[src/rtl/riscv_div_unit.sv]
// rtl/riscv_div_unit.sv - multi-cycle RV32M divider (DIV/DIVU/REM/REMU), one quotient bit per cycle
module riscv_div_unit (
    input  logic        clk,
    input  logic        rst,
    input  logic        start,
    input  logic [1:0]  op,
    input  logic [31:0] dividend,
    input  logic [31:0] divisor,
    output logic        busy,
    output logic        done,
    output logic [31:0] result
);

    typedef enum logic [1:0] {IDLE, CALC, FIX, DONE} state_t;

    state_t      state;
    logic [1:0]  op_q;
    logic [31:0] div_q;
    logic [5:0]  cnt;
    logic [63:0] rq;
    logic        neg_q;
    logic        neg_r;

    logic        in_signed;
    logic        a_neg;
    logic        b_neg;
    logic [31:0] a_mag;
    logic [31:0] b_mag;
    logic [32:0] trial;
    logic [31:0] q_final;
    logic [31:0] r_final;

    // Operand magnitudes at capture, the trial subtraction and the sign fix-up of the results
    always_comb begin
        in_signed = ~op[0];
        a_neg     = in_signed & dividend[31];
        b_neg     = in_signed & divisor[31];
        a_mag     = a_neg ? (~dividend + 32'd1) : dividend;
        b_mag     = b_neg ? (~divisor + 32'd1) : divisor;
        // Upper 33 bits of the pair after the shift, minus {0, divisor}, as add of inverse plus one
        trial     = rq[63:31] + {1'b1, ~div_q} + 33'd1;
        q_final   = neg_q ? (~rq[31:0] + 32'd1) : rq[31:0];
        // With a zero divisor every step succeeds, so the remainder is the dividend magnitude
        // and the neg_r fix-up restores the original dividend without a separate path
        r_final   = neg_r ? (~rq[63:32] + 32'd1) : rq[63:32];
    end

    // Control FSM and datapath registers; all outputs registered
    always_ff @(posedge clk) begin
        if (rst) begin
            state  <= IDLE;
            op_q   <= 2'b00;
            div_q  <= 32'd0;
            cnt    <= 6'd0;
            rq     <= 64'd0;
            neg_q  <= 1'b0;
            neg_r  <= 1'b0;
            busy   <= 1'b0;
            done   <= 1'b0;
            result <= 32'd0;
        end else begin
            case (state)
                IDLE: begin
                    done <= 1'b0;
                    if (start) begin
                        op_q  <= op;
                        div_q <= b_mag;
                        cnt   <= 6'd0;
                        rq    <= {32'd0, a_mag};
                        neg_q <= a_neg ^ b_neg;
                        neg_r <= a_neg;
                        busy  <= 1'b1;
                        state <= CALC;
                    end
                end
                CALC: begin
                    if (!trial[32]) begin
                        rq <= {trial[31:0], rq[30:0], 1'b1};
                    end else begin
                        rq <= {rq[62:0], 1'b0};
                    end
                    cnt <= cnt + 6'd1;
                    if (cnt == 6'd31) begin
                        state <= FIX;
                    end
                end
                FIX: begin
                    if (op_q[1]) begin
                        result <= r_final;
                    end else if (div_q == 32'd0) begin
                        result <= 32'hFFFF_FFFF;
                    end else begin
                        result <= q_final;
                    end
                    busy  <= 1'b0;
                    done  <= 1'b1;
                    state <= DONE;
                end
                DONE: begin
                    done  <= 1'b0;
                    state <= IDLE;
                end
                default: begin
                    state <= IDLE;
                end
            endcase
        end
    end

endmodule

[config.mk]
export PLATFORM = sky130hd
export DESIGN_NAME = riscv_div_unit
export DESIGN_NICKNAME = d
export VERILOG_FILES = /design/src/rtl/riscv_div_unit.sv
export SDC_FILE = /design/constraint.sdc
export NUM_CORES = 1
export LEC_CHECK = 0
export BUFFER_PORTS_ARGS = -buffer_cell sky130_fd_sc_hd__buf_2
export CORE_ASPECT_RATIO = 1.4
export CORE_MARGIN = 5
export CORE_UTILIZATION = 26
export DETAILED_ROUTE_END_ITERATION = 10
export SYNTH_ARGS = -nofsm -noshare
export SYNTH_HDL_FRONTEND = slang
export SYNTH_SLANG_ARGS = --single-unit
[constraint.sdc]
create_clock -name clk -period 10.6 [get_ports clk]
set_input_delay 2.12 -clock clk [delete_from_list [all_inputs] [get_ports clk]]
set_output_delay 2.12 -clock clk [all_outputs]
set_load 0.05 [all_outputs]
==> flow_summary.json, run 1 <==
{
  "outcome": "finished clean",
  "total_leakage_power_nw": 4.68,
  "switching_share": 0.437,
  "die-area_mm2": 0.0440,
  "dp.cells": 1941,
  "die_height_um": 246,
  "antenna_cells": 0,
  "cp-end-kind": "flip-flop",
  "cpMostUsedCell": "or3_1",
  "crit_cells": 9,
  "hold_depth": 1,
  "slew_violations": 0,
  "synth-seq-cells": 141,
  "path_clk_slew_ns": 0.06,
  "cp_max_fo": 4,
  "grt_max_degree": 64,
  "synth_area_leaders": "dfxtp_1, xor2_1, nand2_1, a21oi_1, ha_1",
  "synth_edf_count": 0,
  "num-nets-final": 1543,
  "grt_pass1_wl_um": 53600,
  "syn_to_final_growth_pct": 16.2,
  "synth_area_per_cell_um2": 7.55,
  "rsz0062_at_grt": "no",
  "p_int_mw": 1.54,
  "cts_tree": "yes",
  "ys_types": 77,
  "synth_nets": 1483,
  "multiInputGateArea_mm2": 0.00704,
  "criticalPathCategory": "input port to flip-flop",
  "rr_worst_depth": 10,
  "routedWlPerCell_um": 17.2,
  "drv_cap": 0,
  "antenna_found_initial": 0,
  "ys_seq_area_frac": 0.272,
  "yosysWarnings": 0,
  "power.density_mw_per_mm2": 227,
  "synthArstFlopShare": 0,
  "cts_hold_buf": 0,
  "fin_skew_ns": 0.0112,
  "synth_flop_cell": "dfxtp_1",
  "vias": 10200,
  "htree_levels": 4,
  "period_share": 0.423,
  "ios": 103,
  "synthTopCellsByCount": "nand2_1, dfxtp_1, nor2_1",
  "cts_sinks": 141,
  "numCtsBuffers": 17,
  "drt_first_pass_iters": 5,
  "cp_num_buf_inv": 1,
  "p_comb_frac": 0.452,
  "fmax_mhz": 223,
  "hold_viol_final": 0,
  "worstSetupStartpointType": "input port",
  "die_w_um": 179,
  "fp-row-count": 86,
  "dp_hpwl_um": 26100,
  "clk_path_buf_depth": 2,
  "grt-ovfl-total": 0,
  "clk_latency_ns": 0.45,
  "syn_area_mm2": 0.0104,
  "required_ns": 10.96,
  "postCtsSetupBuffers": 0,
  "r2r_setup_slack_ns": 6.16,
  "postCtsResizedCells": 0,
  "min_path_type": "flip-flop to flip-flop",
  "peakVddDrop_mv": 0.125,
  "final.setup.tns_ns": 0,
  "seqPwrFrac": 0.286,
  "drt_iter0_drc": 541,
  "post-synth-top-count-cell": "nand2_1",
  "slew_headroom": 0.231,
  "synth_top_area_frac": 0.272,
  "drive_above_1_share": 0.124,
  "track_usage": 0.154,
  "drc": 0,
  "min_period_ns": 4.48,
  "port_buffers": 102,
  "root_buffer": "clkbuf_16",
  "p_clk_frac": 0.261,
  "via_per_inst": 5.15,
  "setup-violations-final": 0,
  "design_power_total_mw": 2.73,
  "start_util": 0.263,
  "syn_inst": 1372,
  "p_switching_mw": 1.19,
  "grt_pass1_vias": 9828,
  "ant_nets": 0,
  "critPathSlowestCell": "or4_1",
  "core_area_mm2": 0.0394,
  "final_cell_count_no_fill": 1972,
  "max_stage_delay_ns": 0.52,
  "cp_cell_sequence": "buf_2, or3_1, or4_1, or3_1, nor3_1, nor3b_1, a21oi_1, xnor2_1, a211oi_1",
  "crit_family": "simple AND/OR/NAND/NOR gates",
  "yosysTopAreaCell": "dfxtp_1",
  "place.gp.congestion": 0.883,
  "tightest_slew_ns": 1.15,
  "routed_wirelength_um": 33800,
  "ff_latch_area_mm2": 0.00282,
  "arrival_ns": 4.84,
  "fill_cells": 4336
}
-- power by group through the flow --
stage,logic [mW],registers [mW],clock network (mW)
after floorplan,0.855,0.821,0
after global placement,1.21,0.789,0
after detailed placement,1.23,0.793,0
after CTS,1.24,0.782,0.725
after global routing,1.37,0.798,0.747
final,1.23,0.781,0.713
-- worst reg2reg max path, stage by stage, from the launching register on --
cell and delay, ns:
dfxtp_1 0.50, ha_1 0.43, a21oi_1 0.38, o21ai_0 0.19
a2111o_1 0.37, a311oi_2 0.47, mux2_2 0.41, a311oi_4 0.68
buf_4 0.54, nor2_1 0.11, a221o_1 0.26
-- logic make-up (layout without fill, tap and decap cells) --
group                    count (synthesis)  after routing  share of synthesized area
adder cells (fa/ha/maj)                 42             42                     0.0514
AO/OA/AOI/OAI                          428            428                      0.272
flip-flops                             141            141                      0.272
buffers and inverters                  133            205                     0.0494
multiplexers                            29             29                     0.0282
AND/OR/NAND/NOR                        459            459                      0.209
XOR/XNOR                               140            140                      0.118
-- metrics by stage --
step / area [um2] / setup slack (ns) / utilization / hold WS (ns)
after floorplan: 10400 / 6.15 / - / 0.445
after global placement: 11400 / 5.77 / 0.288 / 0.432
after detailed placement: 11400 / 5.68 / 0.288 / 0.434
after CTS: 12000 / 6.15 / 0.306 / 0.454
after global routing: 12000 / 5.89 / 0.306 / 0.462
final: 12000 / 6.12 / 0.306 / 0.448
-- per-layer routing --
metal	track usage	share of wire
met1	0.165	0.39
met2	0.285	0.52
met3	0.0215	0.028
met4	0.0885	0.055
met5	0	0
-- flip-flops by register name (all words and copies together), names as in the netlist --
name	count
rq	64
div_q	32
result	32
cnt	6
state	2
busy	1
done	1
neg_q	1
neg_r	1
op_q	1
-- cell usage in the layout, fill, tap and decap left out, types with 30 or more instances in the layout --
cell / instances
ha_1: 40
nor3_1: 30
xnor2_1: 58
nand2_1: 180
nor2_1: 122
a211oi_1: 39
o21ai_0: 83
dfxtp_1: 141
a21oi_1: 106
xor2_1: 82
buf_2: 101
inv_1: 57
o21ai_1: 30
-- cell type report --
cell class                      instances  area share
Inverter                               58      0.0181
Tap cell                              528      0.0548
Sequential cell                       141       0.234
Clock buffer                           20      0.0371
Timing Repair Buffer                  116      0.0513
Multi-Input combinational cell       1098       0.585
Clock inverter                         11      0.0198
-- path summary, 6_finish.rpt --
kind,from,endpoint
worst max register to register,rq[58],rq[45]
worst min register to register,result[14],result[14]
worst max-delay path,divisor[12],div_q[28]
worst min-delay path,result[14],result[14]
(Power assumes the default switching activity.)
==> run 2, diff against run 1 <==
--- a/config.mk
+++ b/config.mk
@@ -5,6 +5,7 @@
 export SDC_FILE = /design/constraint.sdc
 export NUM_CORES = 1
 export LEC_CHECK = 0
+export ABC_AREA = 1
 export BUFFER_PORTS_ARGS = -buffer_cell sky130_fd_sc_hd__buf_2
 export CORE_ASPECT_RATIO = 1.4
 export CORE_MARGIN = 5
==> constraint.sdc (replaced) <==
create_clock -name clk -period 3.6 [get_ports clk]
set_input_delay 0.72 -clock clk [delete_from_list [all_inputs] [get_ports clk]]
set_output_delay 0.72 -clock clk [all_outputs]
set_load 0.05 [all_outputs]
==> run 2 against run 1 <==
Effect of this change: first-iteration DRC count grew 94%; sequential power grew to 3.0 times the previous value; combinational power rose to 4.5 times the previous value; critical endpoint is now rq[61].
==> flow_summary.json, run 2 <==
{
  "hold_viol_final": 0,
  "timing.rr.start": "rq[31]",
  "peakVddDrop_mv": 0.306,
  "antenna_found_initial": 0,
  "place.gp.congestion": 0.981,
  "final.setup.tns_ns": 0,
  "num-nets-final": 2317,
  "tightest_slew_ns": 1.06,
  "final_area_mm2": 0.0141,
  "outcome": "finished clean",
  "core_area_mm2": 0.0470,
  "synth-compound-area-share": 0.170,
  "final_cell_mix": "nand2_1, inv_1, nand3_1, a21oi_1, nor2_1",
  "postCtsSetupBuffers": 0,
  "power.density_mw_per_mm2": 693,
  "use_met1": 0.194,
  "slew_headroom": 0.296,
  "hold_slack_ns": 0.448,
  "yosys.area_share.simple": 0.393,
  "rsz0062_at_grt": "no",
  "arrival_ns": 3.02,
  "largest_reg_flops": 64,
  "met3_usage": 0.0177,
  "track_usage": 0.172,
  "routedWlPerCell_um": 16.0,
  "grt_pass1_vias": 13100,
  "multiInputGateArea_mm2": 0.00799,
  "postCtsResizedCells": 0,
  "die-area_mm2": 0.0520,
  "met2_usage": 0.313,
  "drc": 0,
  "drt_iter0_drc": 1051,
  "cts_sinks": 141,
  "port_buffers": 102,
  "placedInstanceArea_mm2": 0.0135,
  "min_period_ns": 2.67,
  "htree_levels": 4,
  "ys_types": 48,
  "final_common_cell": "nand2_1",
  "start_util": 0.262,
  "synth_edf_count": 0,
  "synth-seq-cells": 141,
  "fin_ws_ns": 0.932,
  "min_path_type": "flip-flop to flip-flop",
  "synth_xor_area_frac": 0.0419,
  "synth_area_per_cell_um2": 5.76,
  "synthAdderAreaFrac": 0.0432,
  "grt_pass1_wl_um": 71500,
  "synth_top_family_by_area": "simple AND/OR/NAND/NOR gates",
  "synthTopCellsByCount": "nand2_1, inv_1, nand3_1",
  "cp_max_fo": 24,
  "clk_path_buf_depth": 2,
  "reg2reg_to": "rq[61]",
  "synth_top_area_frac": 0.229,
  "syn_inst": 2142,
  "fin_skew_ns": 0.00770,
  "fp-row-count": 94,
  "reg_top3": "rq (64), div_q (32), result (32)",
  "syn_to_final_growth_pct": 14.1,
  "grt-ovfl-total": 0,
  "routed_wirelength_um": 45500,
  "die_w_um": 194,
  "hp-start": "done",
  "synth_area_leaders": "dfxtp_1, nand2_1, inv_1, nand3_1, a21oi_1",
  "r2r_setup_slack_ns": 0.93,
  "ys_seq_area_frac": 0.229,
  "criticalPathCategory": "flip-flop to flip-flop",
  "yosysTopAreaCell": "dfxtp_1",
  "cp-startpoint": "rq[31]",
  "antenna_cells": 0,
  "drv_cap": 0,
  "period_share": 0.741,
  "synth_nets": 2253,
  "slew_violations": 0,
  "cts_hold_buf": 0,
  "required_ns": 3.96,
  "setup-violations-final": 0,
  "post-synth-top-count-cell": "nand2_1",
  "max_flop_register": "rq",
  "muxShareOfSynthArea": 0,
  "hold_depth": 2,
  "syn_area_mm2": 0.0123,
  "synth_flop_cell": "dfxtp_1",
  "fill_cells": 5411,
  "drt_first_pass_iters": 5,
  "synthArstFlopShare": 0,
  "numCtsBuffers": 17,
  "dp_hpwl_um": 36800,
  "drive_above_1_share": 0.0960,
  "clk_latency_ns": 0.44,
  "ios": 103,
  "rr_worst_depth": 16,
  "post-place-ws_ns": 0.965,
  "ant_nets": 0,
  "cp-end-kind": "flip-flop",
  "critPathCapture": "rq[61]",
  "cts_tree": "yes",
  "fmax_mhz": 375,
  "vias": 13700,
  "design_power_total_mw": 9.76,
  "yosysWarnings": 0,
  "total_leakage_power_nw": 6.95,
  "worstSetupStartpointType": "flip-flop",
  "grt_max_degree": 91,
  "grt_busiest_layer": "met2",
  "ff_latch_area_mm2": 0.00282,
  "path_clk_slew_ns": 0.06,
  "die_height_um": 268,
  "root_buffer": "clkbuf_16",
  "via_per_inst": 4.80
}
## run 2: worst max-delay path, stage by stage (launching register included)
cell and delay [ns]:
dfxtp_1 0.35, inv_1 0.10, ha_1 0.22, fa_1 0.41
inv_1 0.09, nand2_1 0.05, nand2_1 0.11, nand3_1 0.11
nand2_2 0.12, nand2_2 0.08, nand2_4 0.07, nand2_4 0.07
nand3_4 0.30, nand2_8 0.18, nand2_1 0.11, nand3_1 0.06
a21oi_1 0.14
## run 2: cells by family after synthesis
family          count (synthesis)
flops                         141
xor+xnor                       59
fa+ha+maj                      42
buf+inv                       395
simple gates                 1117
compound gates                388
## run 2: worst min path at each step
| stage | end | slack, ns |
|---|---|---|
| after floorplan | div_q[31] | 0.45 |
| after global placement | done | 0.44 |
| after detailed placement | done | 0.44 |
| after CTS | done | 0.45 |
| after global routing | done | 0.47 |
| final | done | 0.45 |
## run 2: per-stage QoR
stage | util | cells
after global routing | 0.299 | 2843
after global placement | 0.286 | 2811
after detailed placement | 0.286 | 2811
after CTS | 0.299 | 2843
after floorplan | - | 2142
final | 0.299 | 2843
## run 2: area by class of cell
class                   instances  area share
clock inverters                13      0.0134
flip-flops and latches        141       0.200
inverters                     317      0.0845
clock buffers                  19      0.0315
multi-input cells            1606       0.567
repair buffers                123      0.0474
well taps                     624      0.0554
## run 2: layer usage
metal	wire length, um	share of wire
met4	2850	0.063
met1	18100	0.40
met2	22900	0.50
met5	0	0
met3	1600	0.035
## run 2: where the power goes
group	internal (mW)	switching, mW	leakage (nW)	total [mW]
logic	1.60	3.92	5.50	5.52
clock network	1.18	0.742	0.304	1.92
registers	1.95	0.375	1.15	2.32
total	4.73	5.03	6.95	9.76
